$ cat config.mk
export PLATFORM = sky130hd
export DESIGN_NAME = servo_pulse_decoder
export DESIGN_NICKNAME = d
export VERILOG_FILES = /design/src/rtl/servo_pulse_decoder.sv
export SDC_FILE = /design/constraint.sdc
export NUM_CORES = 1
export LEC_CHECK = 0
export ABC_AREA = 1
export CORE_MARGIN = 4
export CORE_UTILIZATION = 30
export DETAILED_ROUTE_END_ITERATION = 8
export PLACE_DENSITY = 0.53
export SYNTH_ARGS = -nofsm -noshare
export SYNTH_HDL_FRONTEND = slang
export SYNTH_SLANG_ARGS = --single-unit
$ cat constraint.sdc
create_clock -name clk -period 2.5 [get_ports clk]
set_clock_uncertainty 0.15 [all_clocks]
set_input_delay 0.5 -clock clk [delete_from_list [all_inputs] [get_ports clk]]
set_output_delay 0.5 -clock clk [all_outputs]
set_load 0.05 [all_outputs]
$ cat src/rtl/servo_pulse_decoder.sv
// Servo/RC pulse decoder: measures the high time of a servo pulse and recovers the 8-bit position code.
// Optional two-sample output averaging is enabled by defining SERVO_DEC_AVG_EN.
module servo_pulse_decoder #(
    parameter int unsigned MIN_COUNT  = 25000,
    parameter int unsigned STEP       = 320,
    parameter int unsigned GLITCH_MIN = 12500,
    parameter int unsigned MAX_WIDTH  = 150000,
    parameter int unsigned TIMEOUT    = 1500000
) (
    input  logic       clk,
    input  logic       reset,
    input  logic       enable,
    input  logic       servo_pulse,
    output logic [7:0] data,
    output logic       data_valid,
    output logic       pulse_error,
    output logic       signal_lost
);

    localparam int unsigned CNT_W   = 21;
    localparam int unsigned CODE_W  = 8;
    localparam int unsigned PRESC_W = (STEP > 1) ? $clog2(STEP) : 1;

    localparam logic [CNT_W-1:0]   MIN_C      = CNT_W'(MIN_COUNT);
    localparam logic [CNT_W-1:0]   GLITCH_C   = CNT_W'(GLITCH_MIN);
    localparam logic [CNT_W-1:0]   MAX_C      = CNT_W'(MAX_WIDTH);
    localparam logic [CNT_W-1:0]   TIMEOUT_C  = CNT_W'(TIMEOUT);
    localparam logic [PRESC_W-1:0] PRESC_LAST = PRESC_W'(STEP - 1);
    localparam logic [CODE_W-1:0]  CODE_MAX   = '1;

    typedef enum logic [1:0] {
        WAIT_LOW = 2'd0,
        ARMED    = 2'd1,
        MEASURE  = 2'd2
    } state_t;

    // Input path: synchronizer and edge detector (free-running, flushed within three cycles)
    logic sync1_q;
    logic sync2_q;
    logic level_q;
    logic rise_q;
    logic fall_q;

    always_ff @(posedge clk) begin
        sync1_q <= servo_pulse;
        sync2_q <= sync1_q;
        level_q <= sync2_q;
        rise_q  <= sync2_q & ~level_q;
        fall_q  <= ~sync2_q & level_q;
    end

    state_t              state_q, state_d;
    logic [CNT_W-1:0]    width_q, width_d;
    logic [CNT_W-1:0]    frame_q, frame_d;
    logic [PRESC_W-1:0]  presc_q, presc_d;
    logic [CODE_W-1:0]   code_q, code_d;
    logic [CODE_W-1:0]   data_q, data_d;
    logic                dv_q, dv_d;
    logic                err_q, err_d;
    logic                lost_q, lost_d;
    logic                decode;
    logic [CODE_W-1:0]   new_code;
`ifdef SERVO_DEC_AVG_EN
    logic [CODE_W-1:0]   prev_code_q, prev_code_d;
    logic                fresh_q, fresh_d;
`endif

    // Next-state and output logic
    always_comb begin
        state_d  = state_q;
        width_d  = width_q;
        frame_d  = frame_q;
        presc_d  = presc_q;
        code_d   = code_q;
        data_d   = data_q;
        dv_d     = 1'b0;
        err_d    = 1'b0;
        lost_d   = lost_q;
        decode   = 1'b0;
        new_code = code_q;
`ifdef SERVO_DEC_AVG_EN
        prev_code_d = prev_code_q;
        fresh_d     = fresh_q;
`endif

        if (frame_q != TIMEOUT_C) begin
            frame_d = frame_q + CNT_W'(1);
        end

        case (state_q)
            WAIT_LOW: begin
                if (!level_q) begin
                    state_d = ARMED;
                end
            end
            ARMED: begin
                if (rise_q) begin
                    state_d = MEASURE;
                    width_d = CNT_W'(1);
                    presc_d = '0;
                    code_d  = '0;
                    frame_d = '0;
                end
            end
            MEASURE: begin
                if (level_q) begin
                    if (width_q == MAX_C) begin
                        err_d   = 1'b1;
                        state_d = WAIT_LOW;
                    end else begin
                        width_d = width_q + CNT_W'(1);
                        // code tracks floor((width - MIN_COUNT) / STEP) without a divider
                        if (width_q >= MIN_C) begin
                            if (presc_q == PRESC_LAST) begin
                                presc_d = '0;
                                if (code_q != CODE_MAX) begin
                                    code_d = code_q + CODE_W'(1);
                                end
                            end else begin
                                presc_d = presc_q + PRESC_W'(1);
                            end
                        end
                    end
                end else if (fall_q) begin
                    state_d = ARMED;
                    if (width_q < GLITCH_C) begin
                        err_d = 1'b1;
                    end else begin
                        decode   = 1'b1;
                        new_code = (width_q < MIN_C) ? '0 : code_q;
                    end
                end
            end
            default: begin
                state_d = WAIT_LOW;
            end
        endcase

        if ((frame_d == TIMEOUT_C) && (frame_q != TIMEOUT_C)) begin
            lost_d = 1'b1;
        end

        // A decode in the same cycle as a timeout wins
        if (decode) begin
            dv_d   = 1'b1;
            lost_d = 1'b0;
`ifdef SERVO_DEC_AVG_EN
            if (fresh_q || lost_q) begin
                data_d = new_code;
            end else begin
                data_d = CODE_W'(({1'b0, prev_code_q} + {1'b0, new_code}) >> 1);
            end
            prev_code_d = new_code;
            fresh_d     = 1'b0;
`else
            data_d = new_code;
`endif
        end

        if (!enable) begin
            state_d = WAIT_LOW;
            width_d = '0;
            frame_d = '0;
            presc_d = '0;
            code_d  = '0;
            data_d  = data_q;
            dv_d    = 1'b0;
            err_d   = 1'b0;
            lost_d  = lost_q;
`ifdef SERVO_DEC_AVG_EN
            prev_code_d = prev_code_q;
            fresh_d     = 1'b1;
`endif
        end
    end

    // State and output registers
    always_ff @(posedge clk) begin
        if (reset) begin
            state_q <= WAIT_LOW;
            width_q <= '0;
            frame_q <= '0;
            presc_q <= '0;
            code_q  <= '0;
            data_q  <= '0;
            dv_q    <= 1'b0;
            err_q   <= 1'b0;
            lost_q  <= 1'b1;
`ifdef SERVO_DEC_AVG_EN
            prev_code_q <= '0;
            fresh_q     <= 1'b1;
`endif
        end else begin
            state_q <= state_d;
            width_q <= width_d;
            frame_q <= frame_d;
            presc_q <= presc_d;
            code_q  <= code_d;
            data_q  <= data_d;
            dv_q    <= dv_d;
            err_q   <= err_d;
            lost_q  <= lost_d;
`ifdef SERVO_DEC_AVG_EN
            prev_code_q <= prev_code_d;
            fresh_q     <= fresh_d;
`endif
        end
    end

    assign data        = data_q;
    assign data_valid  = dv_q;
    assign pulse_error = err_q;
    assign signal_lost = lost_q;

endmodule

Yosys cells after proc, flatten, opt, wreduce, memory -nomap -nowiden
Index checks and enable logic that the tools add are counted.
{"block": "op_classes", "reduce_logical": 12, "mux": 42, "order_cmp": 3, "eq_ne": 16, "addsub": 4, "n_bitwise": 6}
{"operator": "$mux 21", "n": 6}
{"operator": "$mux 8", "n": 11}
{"operator": "$mux 9", "n": 5}
{"operator": "$add 21x1->21 const B", "n": 2}
{"operator": "$pmux 21 s2", "n": 1}
{"operator": "$eq 21x18->1 const B", "n": 1}
{"operator": "$eq 21x21->1 const B", "n": 1}
{"operator": "$ge 21x15->1 const B", "n": 1}
{"operator": "$lt 21x14->1 const B", "n": 1}
{"operator": "$lt 21x15->1 const B", "n": 1}
{"operator": "$ne 21x21->1 const B", "n": 1}
{"operator": "$pmux 9 s2", "n": 1}
{"operator": "$pmux 8 s2", "n": 1}
{"operator": "$ne 2x2->1 const B", "n": 7}
{"operator": "$mux 1", "n": 11}
{"operator": "$mux 2", "n": 5}
{"operator": "$add 9x1->9 const B", "n": 1}
{"operator": "$eq 9x9->1 const B", "n": 1}
{"operator": "$add 8x1->8 const B", "n": 1}
{"operator": "$ne 8x8->1 const B", "n": 1}
{"operator": "$reduce_and 4->1", "n": 2}
{"operator": "$reduce_and 7->1", "n": 1}
{"operator": "$ne 3x3->1 const B", "n": 2}
{"operator": "$pmux 2 s3", "n": 1}
{"operator": "11 further kinds", "n": 17}
{"block": "word_totals", "inputBits": 4, "out_inout_bits": 11, "reg_bits": 77, "wordCells": 97}

Logic depth before layout (Yosys ltp)
{"block": "depth", "word_depth": 8, "ltp_mapped": 14, "mapped_depth_nobuf": 14}

Worst setup path after synthesis
OpenSTA, ideal clock, no wires.
{"block": "synth_timing", "kind": "flip-flop to flip-flop", "startpoint": "register presc_q[0]", "endpoint": "register code_q[4]", "synth_period_minus_slack_ns": 1.853, "arrival_ns": 1.588, "n_path_buf": 1, "t_required_ns": 2.235, "stages_incl_launch_ff": 13, "setup_ns": 0.115, "slack_ns": 0.647, "path_cell_list": "dfxtp_1 -> ha_1 -> nand2_1 -> inv_1 -> nand3_1 -> nor2_1 -> nand2_1 -> o21ai_1 -> nand3_2 -> nor2_2 -> buf_6 -> a21oi_1 -> and2_1"}
{"block": "synth_between", "elab_chain_len": 3}
{"element": "from (decl)", "line_no": "55", "rtl": "logic [PRESC_W-1:0] presc_q, presc_d;"}
{"element": "from (signal assigned)", "line_no": "197", "rtl": "presc_q <= presc_d;"}
{"element": "$eq 9x9->1", "line_no": "114", "rtl": "if (presc_q == PRESC_LAST) begin"}
{"element": "$ne 2x2->1 (no source line)"}
{"element": "$reduce_and 7->1 (no source line)"}
{"element": "to (signal assigned)", "line_no": "198", "rtl": "code_q <= code_d;"}
{"element": "to (decl)", "line_no": "56", "rtl": "logic [CODE_W-1:0] code_q, code_d;"}
No other way between the ends.
A chain may end at the register's enable or synchronous reset.

Worst setup path in the final report
Ends and elaborated chain as after synthesis.

==> results.ini <==
[outcome]
outcome=complete, no violations

[pwr]
pwr-share-clk=0.530
combinationalPowerShare=0.032
worst_ir_drop_vdd_mv=0.3332
power.internal_mw=2.237
swShare=0.2109
leakage_nw=1.763
part_of_the_power_in_registers=0.438
power_density_mw_per_mm2=565.4
switching_power_uw=597.9

[synthesis]
synth-warning-count=0
async_flop_share=0
postSynthCellCount=653
flop_and_latch_count_out_of_synthesis=77
synth_area_per_cell_um2=6.618
synth_cell_types=37
synth_commonest_cells=131 x nand2_1, 111 x nor2_1, 80 x nand3_1
netlist_top_cells_area=dfxtp_1 36%, nand2_1 11%, nor2_1 9.6%
most_used_standard_cell_by_instance_count_after_synthesis=nand2_1
synth_fp_nets=663
number_of_flops_mapped_to_enable_cells_by_yosys=0
netlist_area_mm2=0.004322
synthFlopType=dfxtp_1
fraction_of_post_synthesis_cell_area_in_the_top_cell_type_by_area=0.3567
yosysSeqAreaShare=0.3567
netlist.top_cell.by_area=dfxtp_1

[worst_setup_path]
reg2reg_to=code_q[4]
critPathBufInv=1
reg2reg_from=presc_q[0]
worst-r2r-cell-count=11
timing_worst_setup_path_type=reg -> reg
reg2reg_setup_slack_ns=0.31
worst_setup_path_end_kind=register
worst_path_required_ns=2.59
crit_path_top_delay_cell=dfxtp_1
timing.critical_path.from_type=register
data_arrival_time_of_the_critical_path_ns=2.28
path_max_fanout=11
chain_of_cells_forming_the_critical_path=ha_1 -> nand2_1 -> inv_1 -> nand3_1 -> nor2_1 -> nand2_1 -> o21ai_1 -> nand3_2 -> nor2_2 -> a21oi_1 -> and2_1
path_delay_family=simple AND/OR/NAND/NOR gates
critical_path.most_common_cell=nand2_1
critical_path.max_stage_delay_ns=0.37

[die]
initial_utilization=0.3089
die-width_um=128.0
io-pin-count=15
fp.dieH_um=128.0
row_count=43
coreArea_mm2=0.01399
design.die.area_mm2=0.01639

[detailed_routing]
route.detailed.drc=0
wire_per_inst_um=13.14
detailroute.via_count=4278
antenna_violating_nets_remaining=0
detail_route.vias_per_cell=4.986
drt-total-wl_um=11270
first_pass_iters=5
drtIter0Drc=393

[cells_and_area]
final-instance-count-excl-fill=858
areaGrowthSynthToFinish_pct=16.01
final_core_utilization=0.3584
regArea_mm2=0.001541
finish.net_count=683
multi_input_comb_area_mm2=0.002425
ant_diodes=0
post_route_cells_drive_above_1_share=0.07375
num-fill-cells=1490

[timing]
finalCritPeriodShare=0.8747
post-route-min-period_ns=2.187
timing.slew.headroom=0.6316
maxSlewViolCount=0
setup_total_negative_slack_ns=0
timing_worst_slew_pin_value_ns=0.5476
timing.fmax_ghz=0.4573
postLayoutSetupSlackWorst_ns=0.3132
rsz0062_at_grt=no
hold_viol_final=0
timing.final.setup_violations=0

[clocking]
post_cts.resized_instances=0
clock_tree_from_tritoncts=done
cts.htree.levels=3
clock_tree.root_cell=clkbuf_16
cts_setup_buffers=0
clkSinkCount=77
numCtsBuffers=9
clkLatencyLatePin_ns=0.35
postCtsHoldBufs=0
longest_clk_path_bufs=2
clk_pin_slew_worst_paths_ns=0.06

[place]
post-place-cells=842
pre_cts_ws_ns=0.2523
io_buffers=14
detailed_place_hpwl_um=8293
place_congestion=0.9198

[global_routing]
grt_max_degree=26
grt_first_pass_wirelength_um=19240
globalRouteOverflowTotal=0
grt_util_overall=0.1449
grt_antenna_before_repair=0
via_count_of_the_first_global_routing_pass=4062

[min_path]
whs_endpoint=sync2_q
min-delay-start=sync1_q
holdPathStages=0
min_path_type=reg -> reg

[flow_run]
max_cap_violations=0

[power by group through the flow]
stage	Combinational, mW	Sequential [mW]	Clock (mW)
after global routing	0.102	1.24	1.59
after global placement	0.0886	1.27	0
after detailed placement	0.0902	1.27	0
after floorplan	0.0622	1.27	0
after CTS	0.0907	1.24	1.54
final	0.0907	1.24	1.50
[worst reg2reg max path, stage by stage, from the launching register on]
cell     delay [ns]
dfxtp_1        0.37
ha_1           0.18
nand2_1        0.08
inv_1          0.07
nand3_1        0.08
nor2_1         0.13
nand2_1        0.08
o21ai_1        0.16
nand3_2        0.15
nor2_2         0.36
a21oi_1        0.10
and2_1         0.17
[flip-flops by register name, summed over array words and instances, names as in the netlist]
name         count
width_q         21
signal_lost      1
state_q          2
fall_q           1
pulse_error      1
presc_q          9
sync1_q          1
rise_q           1
frame_q         21
level_q          1
sync2_q          1
data             8
data_valid       1
code_q           8
[cells by family (layout without fill, tap and decap cells)]
| group | Yosys count | after routing | share of synthesized area |
|---|---|---|---|
| AND/OR/NAND/NOR | 384 | 384 | 0.3990 |
| buffers and inverters | 85 | 110 | 0.08222 |
| AO/OA/AOI/OAI | 84 | 84 | 0.1103 |
| flip-flops | 77 | 77 | 0.3567 |
| XOR/XNOR | 17 | 17 | 0.03445 |
| adder cells (fa/ha/maj) | 6 | 6 | 0.01737 |
[metrics by stage]
stage	hold slack (ns)	power, mW	area, um2
global route	0.1821	2.935	5014
CTS	0.1761	2.871	5014
floorplan	0.1596	1.330	4322
global placement	0.1642	1.358	4673
detailed placement	0.1632	1.359	4673
finish	0.1735	2.835	5014
[worst max path at each step]
stage,start,end,slack [ns],cells after the start
floorplan,presc_q[0],code_q[4],0.65,12
CTS,presc_q[0],code_q[4],0.32,11
finish,presc_q[0],code_q[4],0.31,11
global route,presc_q[0],code_q[4],0.001,12
global placement,enable,data[5],0.32,7
detailed placement,enable,data[5],0.25,7
[final cells by class]
cell class	instances	share of cell area
multi-input cells	491	0.4837
well taps	180	0.04492
flip-flops and latches	77	0.3075
clock buffers	10	0.04567
clock inverters	6	0.02221
inverters	69	0.05166
repair buffers	25	0.04442
[layer usage]
metal,vias to the layer above,global-route usage,part of all wire
met5,-,0,0
met4,0,0.06617,0.026
met3,24,0.03417,0.049
met2,101,0.2255,0.45
met1,1958,0.1903,0.48
li1,2195,-,-
[cell usage in the layout (no fill, tap or decap), types with 2 or more instances in the layout]
cell type / netlist / routed
buf_4: 0 / 11
o31ai_1: 2 / 2
bufinv_16: 0 / 3
ha_1: 6 / 6
inv_1: 65 / 65
nor2_1: 111 / 111
nor3b_1: 3 / 3
xor2_1: 13 / 13
o21bai_1: 2 / 2
nor2_2: 2 / 2
or2_2: 3 / 3
o21a_1: 2 / 2
nand2_1: 131 / 131
nor3_1: 17 / 17
xnor2_1: 4 / 4
nand3_2: 3 / 3
nand2_2: 6 / 6
o21ai_1: 6 / 6
clkbuf_16: 0 / 9
a21oi_1: 46 / 46
o21ai_0: 21 / 21
nand3_1: 80 / 80
clkdlybuf4s50_1: 0 / 14
nand4_1: 15 / 15
nor4_1: 7 / 7
inv_2: 4 / 4
dfxtp_1: 77 / 77
(Power assumes the default switching activity.)
